--- config.mk ---
export PLATFORM = sky130hd
export DESIGN_NAME = muldiv_seq
export DESIGN_NICKNAME = d
export VERILOG_FILES = /design/src/rtl/muldiv_pkg.sv /design/src/rtl/muldiv_seq.sv
export SDC_FILE = /design/constraint.sdc
export NUM_CORES = 1
export LEC_CHECK = 0
export ABC_AREA = 0
export CAP_MARGIN = 20
export CORE_MARGIN = 4
export CORE_UTILIZATION = 49
export DETAILED_ROUTE_END_ITERATION = 6
export PLACE_DENSITY = 0.68
export REMOVE_ABC_BUFFERS = 1
export SYNTH_ARGS = -nofsm -noshare
export SYNTH_HDL_FRONTEND = slang
export SYNTH_SLANG_ARGS = --single-unit
--- constraint.sdc ---
create_clock -name clk -period 5 [get_ports clk]
set_input_delay 1.25 -clock clk [delete_from_list [all_inputs] [get_ports clk]]
set_output_delay 1.25 -clock clk [all_outputs]
set_load 0.03 [all_outputs]
--- src/rtl/muldiv_pkg.sv ---
// Shared definitions for the sequential RV32M multiply/divide unit:
// funct3 encodings, FSM states, iteration count and operand signedness helpers.
package muldiv_pkg;

  localparam int ITER_DEFAULT = 32;

  localparam logic [2:0] F3_MUL    = 3'b000;
  localparam logic [2:0] F3_MULH   = 3'b001;
  localparam logic [2:0] F3_MULHSU = 3'b010;
  localparam logic [2:0] F3_MULHU  = 3'b011;
  localparam logic [2:0] F3_DIV    = 3'b100;
  localparam logic [2:0] F3_DIVU   = 3'b101;
  localparam logic [2:0] F3_REM    = 3'b110;
  localparam logic [2:0] F3_REMU   = 3'b111;

  typedef enum logic [1:0] {
    ST_IDLE = 2'd0,
    ST_RUN  = 2'd1,
    ST_DONE = 2'd2
  } state_t;

  function automatic logic op_a_signed(input logic [2:0] f3);
    return (f3 == F3_MULH) || (f3 == F3_MULHSU) || (f3 == F3_DIV) || (f3 == F3_REM);
  endfunction

  function automatic logic op_b_signed(input logic [2:0] f3);
    return (f3 == F3_MULH) || (f3 == F3_DIV) || (f3 == F3_REM);
  endfunction

endpackage

--- src/rtl/muldiv_seq.sv ---
// Iterative RV32M unit: one shift-add or restoring shift-subtract step per cycle
// on operand magnitudes, with sign correction applied in DONE.
module muldiv_seq
  import muldiv_pkg::*;
#(
  parameter int WORD_BITWIDTH = 32,
  parameter int ITER          = ITER_DEFAULT
) (
  input  logic                     clk,
  input  logic                     rst_n,
  input  logic                     start,
  input  logic [2:0]               funct3,
  input  logic [WORD_BITWIDTH-1:0] op_a,
  input  logic [WORD_BITWIDTH-1:0] op_b,
  input  logic                     flush,
  output logic                     stall_req,
  output logic                     busy,
  output logic                     done,
  output logic [WORD_BITWIDTH-1:0] result
);

  localparam int W  = WORD_BITWIDTH;
  localparam int CW = $clog2(ITER + 1);
  localparam logic [W-1:0] W_MIN = {1'b1, {(W-1){1'b0}}};

  state_t         r_state, w_state_next;
  logic [2:0]     r_funct3;
  logic           r_neg_a, r_neg_b;
  logic [W-1:0]   r_mag_a, r_mag_b;
  logic [2*W-1:0] r_acc;
  logic [CW-1:0]  r_cnt;
  logic [W-1:0]   r_result;

  logic           w_accept, w_neg_a, w_neg_b, w_div0, w_ovf;
  logic [W-1:0]   w_mag_a, w_mag_b;
  logic [W:0]     w_mul_hi, w_div_shift, w_div_diff;
  logic           w_div_ge;
  logic [2*W-1:0] w_step, w_prod;
  logic [W-1:0]   w_quot, w_rem, w_final;

  assign w_accept = (r_state == ST_IDLE) && start && !flush;
  assign w_neg_a  = op_a_signed(funct3) && op_a[W-1];
  assign w_neg_b  = op_b_signed(funct3) && op_b[W-1];
  assign w_mag_a  = w_neg_a ? -op_a : op_a;
  assign w_mag_b  = w_neg_b ? -op_b : op_b;
  assign w_div0   = funct3[2] && (op_b == '0);
  assign w_ovf    = ((funct3 == F3_DIV) || (funct3 == F3_REM)) &&
                    (op_a == W_MIN) && (op_b == {W{1'b1}});

  // Multiply: {hi, lo} with multiplier in lo, consumed LSB first.
  // Divide: hi holds the partial remainder, lo shifts dividend out / quotient in.
  assign w_mul_hi    = {1'b0, r_acc[2*W-1:W]} + (r_acc[0] ? {1'b0, r_mag_a} : '0);
  assign w_div_shift = {r_acc[2*W-1:W], r_acc[W-1]};
  assign w_div_ge    = w_div_shift >= {1'b0, r_mag_b};
  assign w_div_diff  = w_div_shift - {1'b0, r_mag_b};

  always_comb begin
    w_step = {r_acc[2*W-2:0], 1'b0};
    if (!r_funct3[2]) begin
      w_step = {w_mul_hi, r_acc[W-1:1]};
    end else if (w_div_ge) begin
      w_step = {w_div_diff[W-1:0], r_acc[W-2:0], 1'b1};
    end
  end

  assign w_prod = (r_neg_a ^ r_neg_b) ? -r_acc : r_acc;
  assign w_quot = (r_neg_a ^ r_neg_b) ? -r_acc[W-1:0] : r_acc[W-1:0];
  assign w_rem  = r_neg_a ? -r_acc[2*W-1:W] : r_acc[2*W-1:W];

  always_comb begin
    case (r_funct3)
      F3_MUL:          w_final = w_prod[W-1:0];
      F3_DIV, F3_DIVU: w_final = w_quot;
      F3_REM, F3_REMU: w_final = w_rem;
      default:         w_final = w_prod[2*W-1:W];
    endcase
  end

  always_ff @(posedge clk or negedge rst_n) begin
    if (!rst_n) r_state <= ST_IDLE;
    else        r_state <= w_state_next;
  end

  always_comb begin
    w_state_next = r_state;
    stall_req    = 1'b0;
    busy         = 1'b0;
    done         = 1'b0;
    result       = r_result;
    case (r_state)
      ST_IDLE: begin
        stall_req = w_accept && rst_n;
        if (w_accept) w_state_next = (w_div0 || w_ovf) ? ST_DONE : ST_RUN;
      end
      ST_RUN: begin
        stall_req = 1'b1;
        busy      = 1'b1;
        if (flush)                           w_state_next = ST_IDLE;
        else if (r_cnt == CW'(ITER - 1))     w_state_next = ST_DONE;
      end
      ST_DONE: begin
        busy         = 1'b1;
        done         = !flush;
        w_state_next = ST_IDLE;
        if (!flush) result = w_final;
      end
      default: w_state_next = ST_IDLE;
    endcase
  end

  always_ff @(posedge clk or negedge rst_n) begin
    if (!rst_n) begin
      r_funct3 <= F3_MUL;
      r_neg_a  <= 1'b0;
      r_neg_b  <= 1'b0;
      r_mag_a  <= '0;
      r_mag_b  <= '0;
      r_acc    <= '0;
      r_cnt    <= '0;
      r_result <= '0;
    end else if (w_accept) begin
      r_funct3 <= funct3;
      r_cnt    <= '0;
      r_mag_a  <= w_mag_a;
      r_mag_b  <= w_mag_b;
      // Special divides preload the final quotient/remainder with no sign fix-up.
      if (w_div0) begin
        r_neg_a <= 1'b0;
        r_neg_b <= 1'b0;
        r_acc   <= {op_a, {W{1'b1}}};
      end else if (w_ovf) begin
        r_neg_a <= 1'b0;
        r_neg_b <= 1'b0;
        r_acc   <= {{W{1'b0}}, W_MIN};
      end else begin
        r_neg_a <= w_neg_a;
        r_neg_b <= w_neg_b;
        r_acc   <= {{W{1'b0}}, funct3[2] ? w_mag_a : w_mag_b};
      end
    end else if (r_state == ST_RUN) begin
      r_acc <= w_step;
      r_cnt <= r_cnt + CW'(1);
    end else if (r_state == ST_DONE && !flush) begin
      r_result <= w_final;
    end
  end

endmodule

==> run_summary.xml <==
<?xml version="1.0" encoding="UTF-8"?>
<metrics>
  <group name="synthesis">
    <metric name="synth_common_cells" unit="">sky130_fd_sc_hd__nand2_1, sky130_fd_sc_hd__o21ai_0, sky130_fd_sc_hd__dfrtp_1</metric>
    <metric name="syn_area_per_cell" unit="um2">7.74</metric>
    <metric name="yosys-top-cells-area" unit="">sky130_fd_sc_hd__dfrtp_1, sky130_fd_sc_hd__o21ai_0, sky130_fd_sc_hd__nand2_1</metric>
    <metric name="yosys.cell_count.top_type" unit="">sky130_fd_sc_hd__nand2_1</metric>
    <metric name="synth.yosys.warnings" unit="">0</metric>
    <metric name="synth.top_cell.area_share" unit="%">27.2</metric>
    <metric name="ys_types" unit="">81</metric>
    <metric name="synth.ff_latch_count" unit="">173</metric>
    <metric name="ffs_w_async_s_r_synth" unit="%">100</metric>
    <metric name="synthesis.area" unit="mm2">0.0159</metric>
    <metric name="netlist_instances" unit="">2059</metric>
    <metric name="synth.largest_area_cell" unit="">sky130_fd_sc_hd__dfrtp_1</metric>
    <metric name="yosysSeqAreaShare" unit="%">27.2</metric>
    <metric name="synth_top_flop_cell" unit="">sky130_fd_sc_hd__dfrtp_1</metric>
    <metric name="synth_edf_count" unit="">0</metric>
  </group>
  <group name="critical_path">
    <metric name="worst_r2r_endpoint" unit="">r_acc[61]$_DFFE_PN0P_</metric>
    <metric name="critical_path.max_fanout" unit="">6</metric>
    <metric name="cp_data_arrival_time" unit="ps">3650</metric>
    <metric name="critPathCaptureType" unit="">output port</metric>
    <metric name="setup.reg_to_reg.worst_slack" unit="ps">1120</metric>
    <metric name="crit_end" unit="">result[23]</metric>
    <metric name="cp-start-kind" unit="">register</metric>
    <metric name="critical_path.startpoint" unit="">r_acc[23]$_DFFE_PN0P_</metric>
    <metric name="setup.worst_path.class" unit="">reg -&gt; out</metric>
    <metric name="reg2reg_from" unit="">r_acc[0]$_DFFE_PN0P_</metric>
    <metric name="timing.reg2reg.worst_path_depth" unit="">15</metric>
    <metric name="required" unit="ps">3750</metric>
  </group>
  <group name="detailed_routing">
    <metric name="post_drt_via_cell_ratio" unit="">6.39</metric>
    <metric name="detailedRoute.firstPassIterationCount" unit="">6</metric>
    <metric name="wl_per_cell" unit="um">23.6</metric>
    <metric name="postRouteWirelength" unit="um">61600</metric>
    <metric name="dr.first_iter.drc_count" unit="">1922</metric>
    <metric name="remaining_drc_errors" unit="">0</metric>
    <metric name="via_count" unit="">16700</metric>
    <metric name="route.antenna.remaining_nets" unit="">0</metric>
  </group>
  <group name="placed_design">
    <metric name="quantity_of_i_o_buffers_inserted_on_ports" unit="">105</metric>
    <metric name="post-dp-hpwl" unit="um">47400</metric>
    <metric name="detailed_place.area" unit="mm2">0.0179</metric>
    <metric name="dp.cells" unit="">2575</metric>
    <metric name="finalWeightedCongestion" unit="">0.984</metric>
  </group>
  <group name="power">
    <metric name="powerDensity" unit="mW/mm2">793</metric>
    <metric name="total_leakage_power" unit="uW">0.00791</metric>
    <metric name="comb_power_share" unit="%">72.2</metric>
    <metric name="power.clock.fraction" unit="%">9.4</metric>
    <metric name="seqPwrFrac" unit="%">18.3</metric>
    <metric name="power.switching" unit="uW">7810</metric>
    <metric name="internal_power" unit="uW">6890</metric>
    <metric name="switching_share" unit="%">53.1</metric>
    <metric name="peakVddDrop" unit="mV">0.448</metric>
  </group>
  <group name="floorplanning">
    <metric name="die_height" unit="um">188</metric>
    <metric name="start_util" unit="%">50.1</metric>
    <metric name="die_w" unit="um">188</metric>
    <metric name="number_of_placement_rows" unit="">65</metric>
    <metric name="core" unit="mm2">0.0318</metric>
    <metric name="top_level_ports" unit="">106</metric>
    <metric name="design.die.area" unit="mm2">0.0355</metric>
  </group>
  <group name="outcome">
    <metric name="outcome" unit="">complete, no violations</metric>
  </group>
  <group name="cts">
    <metric name="path_clk_slew" unit="ps">80</metric>
    <metric name="cts_htree_levels" unit="">4</metric>
    <metric name="cts-root-buf" unit="">sky130_fd_sc_hd__clkbuf_16</metric>
    <metric name="tritoncts_num_sinks" unit="">173</metric>
    <metric name="clock_latency" unit="ps">470</metric>
    <metric name="tritoncts" unit="">built</metric>
    <metric name="holdBufCountCts" unit="">0</metric>
    <metric name="clockBufferDepth" unit="">2</metric>
    <metric name="numCtsBuffers" unit="">17</metric>
  </group>
  <group name="grt">
    <metric name="first_global_vias" unit="">15700</metric>
    <metric name="grt_first_pass_wirelength" unit="um">93800</metric>
    <metric name="groute.usage.overall" unit="%">33.9</metric>
    <metric name="antenna_found_initial" unit="">0</metric>
    <metric name="grt_remaining_overflow" unit="">0</metric>
    <metric name="pin_count_of_the_biggest_net_entering_global_routing" unit="">88</metric>
  </group>
  <group name="finish">
    <metric name="design.final.nets" unit="">2307</metric>
    <metric name="drive_above_1_share" unit="%">10.5</metric>
    <metric name="antenna_cells" unit="">0</metric>
    <metric name="fillCellCount" unit="">2973</metric>
    <metric name="post_layout_nonfiller_instances" unit="">2609</metric>
    <metric name="area_growth_syn_to_layout" unit="%">16.4</metric>
    <metric name="post-route-cell-area" unit="mm2">0.0186</metric>
  </group>
  <group name="flow_run">
    <metric name="timing.max_cap.violations" unit="">0</metric>
  </group>
  <group name="timing">
    <metric name="final_max_tran_viols" unit="">0</metric>
    <metric name="achievable-frequency" unit="GHz">0.204</metric>
    <metric name="final_hold_vio_count" unit="">0</metric>
    <metric name="setup_viol" unit="">0</metric>
    <metric name="clock-skew-final" unit="ps">17.1</metric>
    <metric name="layout_min_cycle_time" unit="ps">4900</metric>
    <metric name="crit_share_post_route" unit="%">98.0</metric>
    <metric name="setup_total_negative_slack" unit="ps">0</metric>
    <metric name="rsz0062_at_grt" unit="">yes</metric>
    <metric name="tightest_slew" unit="ps">1010</metric>
    <metric name="slew_headroom" unit="%">32.3</metric>
  </group>
  <group name="worst_hold_path">
    <metric name="hold_class" unit="">reg -&gt; reg</metric>
  </group>
</metrics>
==> cell usage in the layout, fill, tap and decap left out, types with 71 or more instances in the layout <==
master / synthesis / routed
sky130_fd_sc_hd__nand2_1: 259 / 259
sky130_fd_sc_hd__o21ai_0: 258 / 254
sky130_fd_sc_hd__dfrtp_1: 173 / 171
sky130_fd_sc_hd__a21oi_1: 138 / 137
sky130_fd_sc_hd__buf_4: 0 / 131
sky130_fd_sc_hd__nor2_1: 133 / 130
sky130_fd_sc_hd__xnor2_1: 87 / 87
sky130_fd_sc_hd__xor2_1: 84 / 83
sky130_fd_sc_hd__ha_1: 73 / 73
sky130_fd_sc_hd__mux2i_1: 72 / 72
sky130_fd_sc_hd__clkdlybuf4s50_1: 0 / 71
==> layout make-up <==
type                    count  area (um2)  area share [%]
flip-flops and latches    173        4330            23.3
multi-input cells        1682       10900            58.9
well taps                 435         544            2.93
repair buffers            221        1910            10.3
inverters                  66         248            1.34
clock buffers              18         439            2.37
clock inverters            14         146           0.789
==> state kept, by name, summed over array words and instances (netlist names) <==
name / count
r_acc: 64
r_mag_a: 32
r_mag_b: 32
r_result: 32
r_cnt: 6
r_funct3: 3
r_state: 2
r_neg_a: 1
r_neg_b: 1
==> worst max-delay path, cell delays in order (launching register included) <==
cell and delay, ps:
sky130_fd_sc_hd__dfrtp_1 390, sky130_fd_sc_hd__or4_4 550, sky130_fd_sc_hd__or4b_4 520, sky130_fd_sc_hd__nand2b_4 170, sky130_fd_sc_hd__or2_4 310, sky130_fd_sc_hd__buf_6 150, sky130_fd_sc_hd__o41ai_4 280, sky130_fd_sc_hd__xnor2_1 100
sky130_fd_sc_hd__a222oi_1 410, sky130_fd_sc_hd__o21ai_1 110, sky130_fd_sc_hd__buf_4 180
==> power by group through the flow <==
stage               clock [uW]  combinational, uW  sequential, uW
global placement             0              10300            2650
global route              1460              11500            2780
floorplan                    0               6910            2690
finish                    1390              10600            2700
CTS                       1400              10300            2660
detailed placement           0              10300            2680
==> what timing repair did <==
item | CTS | global route
setup endpoints to repair | 20 | 18
gates resized for setup | 26 | 19
setup buffers | 1 | 1
cloned | 0 | 0
pin swaps | 1 | 4
==> routing by layer <==
metal	part of all wire, %	wire [um]	vias to the layer above	track usage, %
met5	0	0	-	0
met4	4.2	2570	0	13.3
met3	10	6180	145	6.50
met2	43	26300	895	51.0
met1	43	26500	7940	48.3
li1	-	-	7703	-
==> worst min path at each step <==
stage                                 start                      end  slack (ps)  depth (start not counted)
CTS                 r_mag_a[13]$_DFFE_PN0P_  r_mag_a[13]$_DFFE_PN0P_         480                          2
detailed placement  r_mag_a[31]$_DFFE_PN0P_  r_mag_a[31]$_DFFE_PN0P_         450                          2
global route         r_mag_a[4]$_DFFE_PN0P_   r_mag_a[4]$_DFFE_PN0P_         500                          2
finish              r_mag_a[26]$_DFFE_PN0P_  r_mag_a[26]$_DFFE_PN0P_         480                          2
global placement    r_mag_a[13]$_DFFE_PN0P_  r_mag_a[13]$_DFFE_PN0P_         460                          2
floorplan           r_mag_a[31]$_DFFE_PN0P_  r_mag_a[31]$_DFFE_PN0P_         440                          2
==> kinds of logic (layout without fill, tap and decap cells) <==
group | count (synthesis) | in the layout | synth area share, %
adder cells (fa/ha/maj) | 75 | 75 | 5.98
AND/OR/NAND/NOR | 650 | 650 | 19.7
AO/OA/AOI/OAI | 702 | 702 | 27.4
buffers and inverters | 204 | 319 | 4.97
multiplexers | 84 | 84 | 5.37
XOR/XNOR | 171 | 171 | 9.40
flip-flops | 173 | 173 | 27.2
==> stage by stage <==
step | power (uW) | utilization [%] | hold slack [ps] | setup slack, ps
after floorplan | 9600 | - | 438 | -155
after global routing | 15700 | 58.3 | 498 | -86.6
final | 14700 | 58.3 | 477 | 101
after global placement | 12900 | 56.2 | 457 | 182
after CTS | 14400 | 58.1 | 479 | 5.82
after detailed placement | 13000 | 56.2 | 455 | 120
(Power assumes the default switching activity.)
